<file path="config.mk">
export PLATFORM = sky130hd
export DESIGN_NAME = boot_sequencer
export DESIGN_NICKNAME = d
export VERILOG_FILES = /design/src/rtl/boot_pkg.sv /design/src/rtl/boot_watchdog.sv /design/src/rtl/boot_sequencer.sv
export SDC_FILE = /design/constraint.sdc
export NUM_CORES = 1
export LEC_CHECK = 0
export CAP_MARGIN = 10
export CORE_MARGIN = 3
export CORE_UTILIZATION = 29
export DETAILED_ROUTE_END_ITERATION = 12
export PLACE_DENSITY = 0.52
export SETUP_SLACK_MARGIN = 0.3
export SLEW_MARGIN = 20
export SYNTH_ARGS = -nofsm -noshare
export SYNTH_HDL_FRONTEND = slang
export SYNTH_SLANG_ARGS = --single-unit
export TNS_END_PERCENT = 30
</file>
<file path="constraint.sdc">
create_clock -name clk -period 3.9 [get_ports clk]
set_input_delay 0.78 -clock clk [delete_from_list [all_inputs] [get_ports clk]]
set_output_delay 0.78 -clock clk [all_outputs]
set_load 0.01 [all_outputs]
</file>
<file path="src/rtl/boot_pkg.sv">
// Shared types for the boot sequencer: FSM state encoding and error codes.
package boot_pkg;

  typedef enum logic [2:0] {
    IDLE = 3'd0,
    LOAD = 3'd1,
    HOLD = 3'd2,
    RUN  = 3'd3,
    HALT = 3'd4,
    ERR  = 3'd5
  } boot_state_t;

  localparam logic [1:0] ERR_NONE     = 2'd0;
  localparam logic [1:0] ERR_OVERFLOW = 2'd1;
  localparam logic [1:0] ERR_TIMEOUT  = 2'd2;

endpackage

</file>
<file path="src/rtl/boot_watchdog.sv">
// Loadable down-counter with clear, enable and a terminal-count flag.
// Saturates at zero, so a load value of zero keeps the terminal flag quiet.
module boot_watchdog #(
  parameter int WIDTH = 8,
  parameter int LIMIT = 1
) (
  input  logic             clk,
  input  logic             reset,
  input  logic             clear,
  input  logic             load,
  input  logic [WIDTH-1:0] load_value,
  input  logic             enable,
  output logic             terminal
);

  logic [WIDTH-1:0] count;

  always_ff @(posedge clk or negedge reset) begin
    if (!reset) begin
      count <= '0;
    end else if (clear) begin
      count <= '0;
    end else if (load) begin
      count <= load_value;
    end else if (enable && (count != '0)) begin
      count <= count - WIDTH'(1);
    end
  end

  assign terminal = (count == WIDTH'(LIMIT));

endmodule

</file>
<file path="src/rtl/boot_sequencer.sv">
// Boot sequencer: streams a program image into instruction memory with the
// core held in reset, releases the core, and latches the exit code on halt.
//
// state | meaning
// IDLE  | core held in reset, waiting for start
// LOAD  | accepting image words, writing instruction memory
// HOLD  | load complete, core kept in reset while the pipeline flushes
// RUN   | core running, watchdog counting
// HALT  | tohost store seen, exit_code valid
// ERR   | image overflow or watchdog timeout, see err_code
module boot_sequencer
  import boot_pkg::*;
#(
  parameter int          ADDR_W      = 10,
  parameter int          HOLD_CYCLES = 4,
  parameter logic [31:0] HALT_ADDR   = 32'h0000_1000,
  parameter logic [31:0] TIMEOUT     = 32'd1_000_000
) (
  input  logic              clk,
  input  logic              reset,
  input  logic              start,
  input  logic              abort,
  input  logic              ld_valid,
  output logic              ld_ready,
  input  logic [31:0]       ld_data,
  input  logic              ld_last,
  output logic              imem_we,
  output logic [ADDR_W-1:0] imem_waddr,
  output logic [31:0]       imem_wdata,
  output logic              core_reset,
  input  logic [31:0]       core_address,
  input  logic [31:0]       core_write_data,
  input  logic              core_wen,
  output logic              busy,
  output logic              done,
  output logic              error,
  output logic [1:0]        err_code,
  output logic [31:0]       exit_code,
  output logic [ADDR_W:0]   word_count
);

  localparam int              IMEM_WORDS = 2 ** ADDR_W;
  localparam logic [ADDR_W:0] LAST_SLOT  = (ADDR_W + 1)'(IMEM_WORDS - 1);

  boot_state_t state, state_nxt;
  logic        accept, halt_hit, hold_tc, wdog_tc;

  assign ld_ready = (state == LOAD);
  assign accept   = ld_valid && ld_ready;
  assign halt_hit = core_wen && (core_address == HALT_ADDR);

  boot_watchdog #(.WIDTH(8), .LIMIT(1)) u_hold (
    .clk        (clk),
    .reset      (reset),
    .clear      (state_nxt != HOLD),
    .load       ((state != HOLD) && (state_nxt == HOLD)),
    .load_value (8'(HOLD_CYCLES)),
    .enable     (state == HOLD),
    .terminal   (hold_tc)
  );

  // Counts down from TIMEOUT across RUN; equivalent to an up-count reaching TIMEOUT-1.
  boot_watchdog #(.WIDTH(32), .LIMIT(1)) u_wdog (
    .clk        (clk),
    .reset      (reset),
    .clear      (state_nxt != RUN),
    .load       ((state != RUN) && (state_nxt == RUN)),
    .load_value (TIMEOUT),
    .enable     (state == RUN),
    .terminal   (wdog_tc)
  );

  always_comb begin
    state_nxt = state;
    case (state)
      IDLE, HALT, ERR: if (start) state_nxt = LOAD;
      LOAD: begin
        if (accept) begin
          if (ld_last)                  state_nxt = HOLD;
          else if (word_count == LAST_SLOT) state_nxt = ERR;
        end
      end
      HOLD: if (hold_tc) state_nxt = RUN;
      RUN: begin
        if (halt_hit)     state_nxt = HALT;
        else if (wdog_tc) state_nxt = ERR;
      end
      default: state_nxt = IDLE;
    endcase
    if (abort) state_nxt = IDLE;
  end

  always_ff @(posedge clk or negedge reset) begin
    if (!reset) begin
      state      <= IDLE;
      core_reset <= 1'b1;
      imem_we    <= 1'b0;
      imem_waddr <= '0;
      imem_wdata <= '0;
      busy       <= 1'b0;
      done       <= 1'b0;
      error      <= 1'b0;
      err_code   <= ERR_NONE;
      exit_code  <= '0;
      word_count <= '0;
    end else begin
      state      <= state_nxt;
      core_reset <= (state_nxt != RUN);
      busy       <= (state_nxt == LOAD) || (state_nxt == HOLD) || (state_nxt == RUN);
      done       <= (state_nxt == HALT);
      error      <= (state_nxt == ERR);
      imem_we    <= accept && !abort;

      if (accept && !abort) begin
        imem_waddr <= word_count[ADDR_W-1:0];
        imem_wdata <= ld_data;
        word_count <= word_count + (ADDR_W + 1)'(1);
      end

      if ((state != LOAD) && (state_nxt == LOAD)) begin
        word_count <= '0;
        err_code   <= ERR_NONE;
      end
      if ((state == LOAD) && (state_nxt == ERR)) err_code <= ERR_OVERFLOW;
      if ((state == RUN) && (state_nxt == ERR))  err_code <= ERR_TIMEOUT;
      if ((state == RUN) && (state_nxt == HALT)) exit_code <= core_write_data;
    end
  end

endmodule
</file>
==> impl_metrics.csv, run 1 <==
group,metric,value,unit
clock_tree,clkSinkCount,135,
critical_path,crit_required,4.20,ns
routing,drc_errors,0,
clock_tree,postCtsSetupBuffers,0,
cells_and_area,insertedDiodeCount,0,
global_route,antenna_found_initial,0,
worst_hold_path,hp-class,"input pin to asynchronous set/reset pin",
cells_and_area,layout_commonest_cell,"clkdlybuf4s50_1",
floorplanning,coreArea,19800,sq um
sta,maxSlewViolCount,0,
cells_and_area,nets,803,
clock_tree,cts.clk_slew.worst_paths,0.07,ns
sta,relSlewSlack,52.2,%
cells_and_area,drive_gt1_share,13.0,%
power_and_ir_drop,powerDensity,466,nW/um^2
floorplanning,start_util,30.0,%
yosys,yosys.area.top_type_share,56.6,%
floorplanning,die_h,149,um
power_and_ir_drop,leakage,4.03,nW
critical_path,crit_family,"simple AND/OR/NAND/NOR gates",
yosys,synth_nets,598,
global_route,grt_max_degree,56,
clock_tree,root_buffer,"clkbuf_16",
critical_path,path_cells,"clkdlybuf4s50_1, nor4b_1, nand4_1, or3_1, nor4_4, buf_4, mux2_2",
global_route,grt_use_total,14.3,%
global_route,grt_pass1_vias,4907,
routing,vias_per_cell,4.59,
critical_path,crit_type,"input pin to register",
clock_tree,htree_levels,4,
sta,skew,0.0122,ns
cells_and_area,stdcell_count,971,
yosys,synth_area_leaders,"dfrtp_1 57%, mux2_2 8.4%, mux2_1 5.7%",
routing,first_pass_iters,4,
sta,worstMarginPinSlew,0.717,ns
critical_path,slowest_stage,"or3_1",
clock_tree,cts_buffer_depth,2,
yosys,ys_types,49,
clock_tree,postCtsHoldBufs,0,
clock_tree,cts_resized,0,
cells_and_area,fillers,1880,
yosys,synth_seq_cells,135,
floorplanning,ios,196,
cells_and_area,final_cell_mix,"194 x clkdlybuf4s50_1, 134 x dfrtp_1, 63 x nor2_1, 44 x mux2_2, 30 x mux2_1",
critical_path,critPathCaptureType,"register",
sta,fin_crit,2.91,ns
yosys,syn_area_per_cell,12.1,sq um
clock_tree,cts_tree,"done",
status,status,"finished, final reports clean",
critical_path,critPathMaxFanout,32,
sta,hold_viol,0,
yosys,synthCells,488,
yosys,ys_warn_count,0,
routing,finalWirelength,15.5,mm
yosys,async_reset_ff_share,100,%
routing,num_vias,4458,
placement,dp_cells,939,
floorplanning,die_w,149,um
global_route,grt_pass1_wl,25.2,mm
sta,finalWorstSetupSlack,0.991,ns
run,drv_cap,0,
floorplanning,dieArea,22200,sq um
yosys,synth_ff_type,"dfrtp_1",
placement,placement.io_buffers,195,
critical_path,arrival,3.21,ns
global_route,grt.overflow.total,0,
cells_and_area,postLayoutCellArea,8780,sq um
power_and_ir_drop,worst_ir_drop_vdd,325,uV
placement,dpl_cell_area,8190,sq um
sta,finalSetupViolCount,0,
floorplanning,rows,51,
sta,fin_tns_setup,0,ns
critical_path,crit_path_start_kind,"input pin",
placement,dp_slack,0.525,ns
placement,hpwl,11.5,mm
yosys,synth_edf_count,0,
yosys,synth_area,5930,sq um
routing,wl_per_cell,16.0,um
sta,rsz0062_at_grt,"no",
clock_tree,cts-buffers-inserted,17,
placement,place_congestion,0.785,
routing,antenna_left,0,
routing,drt-initial-drc-count,190,
sta,fmax,344,MHz
power_and_ir_drop,power.total,4.09,mW
sta,final.period_utilization,74.6,%
clock_tree,insertion_delay,0.42,ns
critical_path,cp_slowest_stage_delay,0.48,ns
yosys,yosysSeqAreaShare,57.0,%
yosys,synth_largest_area_cell,"dfrtp_1",
critical_path,crit_buf_inv,2,
cells_and_area,layout-area-overhead-vs-synth,48.2,%
cells by family (layout without fill, tap and decap cells):
logic type,count (synthesis),after routing,synth area share [%]
buf+inv,23,241,2.03
simple gates,167,167,14.8
compound gates,36,36,3.76
fa+ha+maj,7,7,1.48
flops,135,135,57.0
mux,75,75,14.2
xor+xnor,45,45,6.65
final cells by class:
cell class,instances,area [sq um],area share (%)
Tap cell,265,332,3.77
Multi-Input combinational cell,330,2430,27.7
Clock buffer,19,453,5.16
Clock inverter,13,146,1.67
Sequential cell,135,3380,38.5
Inverter,7,26.3,0.299
Timing Repair Buffer,202,2010,22.9
Yosys cell counts, types with 2 or more instances:
| master | instances |
|---|---|
| nand2_1 | 24 |
| and4_1 | 4 |
| o21a_1 | 3 |
| nand4_1 | 5 |
| nor4b_1 | 3 |
| buf_6 | 3 |
| nor3_1 | 12 |
| or4_1 | 6 |
| o21ai_0 | 4 |
| buf_2 | 9 |
| or2_1 | 2 |
| nand3_1 | 9 |
| nor2_1 | 63 |
| ha_1 | 7 |
| mux2_2 | 44 |
| xnor2_1 | 22 |
| or3_1 | 4 |
| and4b_1 | 2 |
| and3_1 | 4 |
| nor4_1 | 17 |
| clkbuf_1 | 3 |
| a21oi_1 | 15 |
| nor4_4 | 2 |
| nor2b_1 | 3 |
| xor2_1 | 23 |
| mux2_1 | 30 |
| o211a_1 | 2 |
| o21ai_1 | 2 |
| inv_1 | 6 |
| dfrtp_1 | 134 |
| a31oi_1 | 3 |
stage by stage:
step | utilization, % | hold slack [ns]
finish | 44.4 | 0.403
global route | 44.4 | 0.453
CTS | 44.4 | 0.418
detailed placement | 41.4 | 0.477
global placement | 41.4 | 0.469
floorplan | - | 0.484
path summary, 6_finish.rpt:
| check | startpoint | to | slack [ns] | cells after the start |
|---|---|---|---|---|
| setup / recovery | core_address[1] | exit_code[0]$_DFFE_PN0P_ | 0.99 | 7 |
| hold / removal | reset | imem_waddr[8]$_DFFE_PN0P_ | 0.40 | 1 |
| setup reg to reg | u_wdog.count[6]$_DFFE_PN0P_ | u_hold.count[5]$_DFFE_PN0P_ | 1.60 | 6 |
| hold reg to reg | exit_code[6]$_DFFE_PN0P_ | exit_code[6]$_DFFE_PN0P_ | 0.48 | 1 |
| min in group clk | exit_code[6]$_DFFE_PN0P_ | exit_code[6]$_DFFE_PN0P_ | 0.48 | 1 |
| max in group asynchronous | reset | exit_code[15]$_DFFE_PN0P_ | 2.52 | 2 |
sequential cells by signal (all words and copies together), names as in the netlist, 2 cells and up:
signal        cells
err_code          2
exit_code        32
imem_waddr       10
imem_wdata       32
state             3
u_hold.count      8
u_wdog.count     32
word_count       11
metal layers:
| layer | track usage [%] | up-vias | wire length (um) |
|---|---|---|---|
| met3 | 6.17 | 21 | 1180 |
| met1 | 16.1 | 2203 | 6080 |
| met2 | 24.4 | 112 | 7980 |
| met5 | 0 | - | 0 |
| li1 | - | 2122 | - |
| met4 | 5.17 | 0 | 305 |
where the power goes:
part,switching (mW),internal [mW]
Combinational,0.352,0.505
Clock,0.635,0.980
Sequential,0.0814,1.54
No activity file was read; power rests on OpenSTA's default activity.
==> run 2: changes to the inputs <==
==> constraint.sdc (replaced) <==
create_clock -name clk -period 2.7 [get_ports clk]
set_input_delay 0.54 -clock clk [delete_from_list [all_inputs] [get_ports clk]]
set_output_delay 0.54 -clock clk [all_outputs]
set_load 0.01 [all_outputs]
==> run 2 against run 1 <==
Net effect: first-iteration DRC count is 34% lower; design area is 4.8% higher; die area stayed put; core utilization is 2.1 points higher; clock power is 57% higher; highest routed layer unchanged.
==> impl_metrics.csv, run 2 (synthesized netlist as in run 1, its figures left out) <==
group,metric,value,unit
status,status,"finished, final reports clean",
power_and_ir_drop,worst_ir_drop_vdd,475,uV
power_and_ir_drop,power.total,6.14,mW
routing,drc_errors,0,
clock_tree,cts_buffer_depth,2,
global_route,grt_max_degree,47,
critical_path,crit_path_start_kind,"input pin",
floorplanning,dieArea,22200,sq um
placement,place_congestion,0.780,
critical_path,cp_slowest_stage_delay,0.43,ns
critical_path,critPathMaxFanout,8,
global_route,grt_pass1_vias,5093,
sta,skew,0.0216,ns
sta,final.period_utilization,85.8,%
floorplanning,die_h,149,um
placement,dp_slack,-0.290,ns
sta,hold_viol,0,
clock_tree,htree_levels,4,
routing,antenna_left,0,
global_route,grt_pass1_wl,26.2,mm
routing,drt-initial-drc-count,125,
cells_and_area,insertedDiodeCount,0,
floorplanning,rows,51,
clock_tree,postCtsHoldBufs,0,
clock_tree,cts.clk_slew.worst_paths,0.07,ns
sta,fmax,432,MHz
critical_path,arrival,2.61,ns
cells_and_area,drive_gt1_share,19.3,%
clock_tree,cts-buffers-inserted,17,
global_route,grt_use_total,14.9,%
global_route,antenna_found_initial,0,
routing,num_vias,4592,
clock_tree,insertion_delay,0.42,ns
critical_path,crit_required,3.00,ns
cells_and_area,final_cell_mix,"168 x clkdlybuf4s50_1, 131 x dfrtp_1, 63 x nor2_1, 44 x mux2_2, 26 x dlygate4sd2_1",
clock_tree,root_buffer,"clkbuf_16",
run,drv_cap,0,
global_route,grt.overflow.total,0,
clock_tree,cts_tree,"done",
power_and_ir_drop,powerDensity,667,nW/um^2
cells_and_area,layout-area-overhead-vs-synth,55.4,%
global_route,grtUsageMet2,24.9,%
floorplanning,die_w,149,um
sta,fin_crit,2.32,ns
sta,rsz0062_at_grt,"yes",
cells_and_area,layout_commonest_cell,"clkdlybuf4s50_1",
power_and_ir_drop,leakage,4.25,nW
global_route,grt_util_met3,6.44,%
critical_path,slowest_stage,"or3_4",
floorplanning,ios,196,
placement,hpwl,11.7,mm
cells_and_area,biggestRegsByFlops,"exit_code (32), imem_wdata (32), u_wdog.count (32)",
critical_path,path_cells,"clkdlybuf4s50_1, nor4_2, nand2_1, or3_4, nor4_4, buf_4, buf_12, buf_16, mux2_4",
sta,holdWs,0.119,ns
sta,fin_tns_setup,0,ns
floorplanning,start_util,30.0,%
routing,wl_per_cell,16.4,um
critical_path,crit_type,"input pin to register",
sta,maxSlewViolCount,0,
critical_path,critPathCaptureType,"register",
sta,worstMarginPinSlew,0.597,ns
sta,relSlewSlack,60.0,%
cells_and_area,nets,827,
sta,finalWorstSetupSlack,0.383,ns
routing,vias_per_cell,4.62,
placement,placement.io_buffers,195,
routing,first_pass_iters,4,
global_route,gr-usage-met1,16.9,%
sta,finalSetupViolCount,0,
worst_hold_path,hp-class,"input pin to asynchronous set/reset pin",
global_route,top_usage_layer,"met2",
clock_tree,clkSinkCount,135,
routing,finalWirelength,16.3,mm
floorplanning,coreArea,19800,sq um
==> run 2: changes by cell type in the layout (fill, tap and decap cells not counted), sizes merged <==
| cell | previous run | this run |
|---|---|---|
| bufinv | 2 | 4 |
| clkdlybuf4s50 | 194 | 168 |
| inv | 9 | 11 |
| clkinv | 4 | 2 |
| clkbuf | 19 | 20 |
| buf | 8 | 32 |
| dlygate4sd2 | 0 | 26 |
| clkinvlp | 5 | 2 |
==> run 2: worst paths after layout <==
kind / endpoint / slack, ns / start / depth (start not counted)
worst max register to register: busy$_DFF_PN0_ / 0.51 / u_wdog.count[4]$_DFFE_PN0P_ / 6
worst min-delay path: imem_waddr[4]$_DFFE_PN0P_ / 0.12 / reset / 1
min in group clk: exit_code[19]$_DFFE_PN0P_ / 0.49 / exit_code[19]$_DFFE_PN0P_ / 1
max in group asynchronous: imem_wdata[31]$_DFFE_PN0P_ / 1.88 / reset / 2
worst min register to register: exit_code[19]$_DFFE_PN0P_ / 0.49 / exit_code[19]$_DFFE_PN0P_ / 1
worst max-delay path: exit_code[12]$_DFFE_PN0P_ / 0.38 / core_address[6] / 9
==> run 2: cell type report <==
class	instances	area [sq um]
clock buffers	20	467
clock inverters	12	188
fillers	1808	10600
inverters	7	26.3
multi-input cells	330	2550
flip-flops and latches	135	3380
well taps	265	332
repair buffers	226	2260
==> run 2: worst max-delay path, delay by kind of cell <==
kind                   cells  cell delay, ns
AND/OR/NAND/NOR            4            0.92
buffers and inverters      4            0.83
multiplexers               1            0.30
==> run 2: per-layer routing <==
layer | up-vias | routed length [um] | part of all wire, %
li1 | 2176 | - | -
met1 | 2266 | 6450 | 40
met2 | 124 | 8220 | 50
met3 | 26 | 1250 | 7.7
met4 | 0 | 389 | 2.4
met5 | - | 0 | 0
==> run 2: stage by stage <==
stage                     instance area (sq um)  cells  utilization, %
after global placement                     8310    951            42.0
after floorplan                            5930    488               -
after detailed placement                   8310    951            42.0
after CTS                                  9200    995            46.5
after global routing                       9210    995            46.5
final                                      9210    995            46.5
==> run 2: repair_timing <==
item,CTS,global route
resized for setup,54,3
setup endpoints to repair,32,53
gates cloned,3,0
pin swaps,12,2
buffers inserted,9,0
==> run 2: power by group <==
part / internal (mW) / leakage [nW] / total [mW] / switching, mW
logic: 0.731 / 2.13 / 1.24 / 0.510
clock network: 1.64 / 0.314 / 2.55 / 0.917
registers: 2.23 / 1.81 / 2.34 / 0.119
==> run 3: changes to the inputs <==
--- a/config.mk
+++ b/config.mk
@@ -8,6 +8,7 @@
 export CAP_MARGIN = 10
 export CORE_MARGIN = 3
 export CORE_UTILIZATION = 29
+export CTS_CLUSTER_DIAMETER = 80
 export DETAILED_ROUTE_END_ITERATION = 12
 export PLACE_DENSITY = 0.52
 export SETUP_SLACK_MARGIN = 0.3
==> results of run 3 <==
The final DEF is identical to that of run 2; final timing and power are the same.
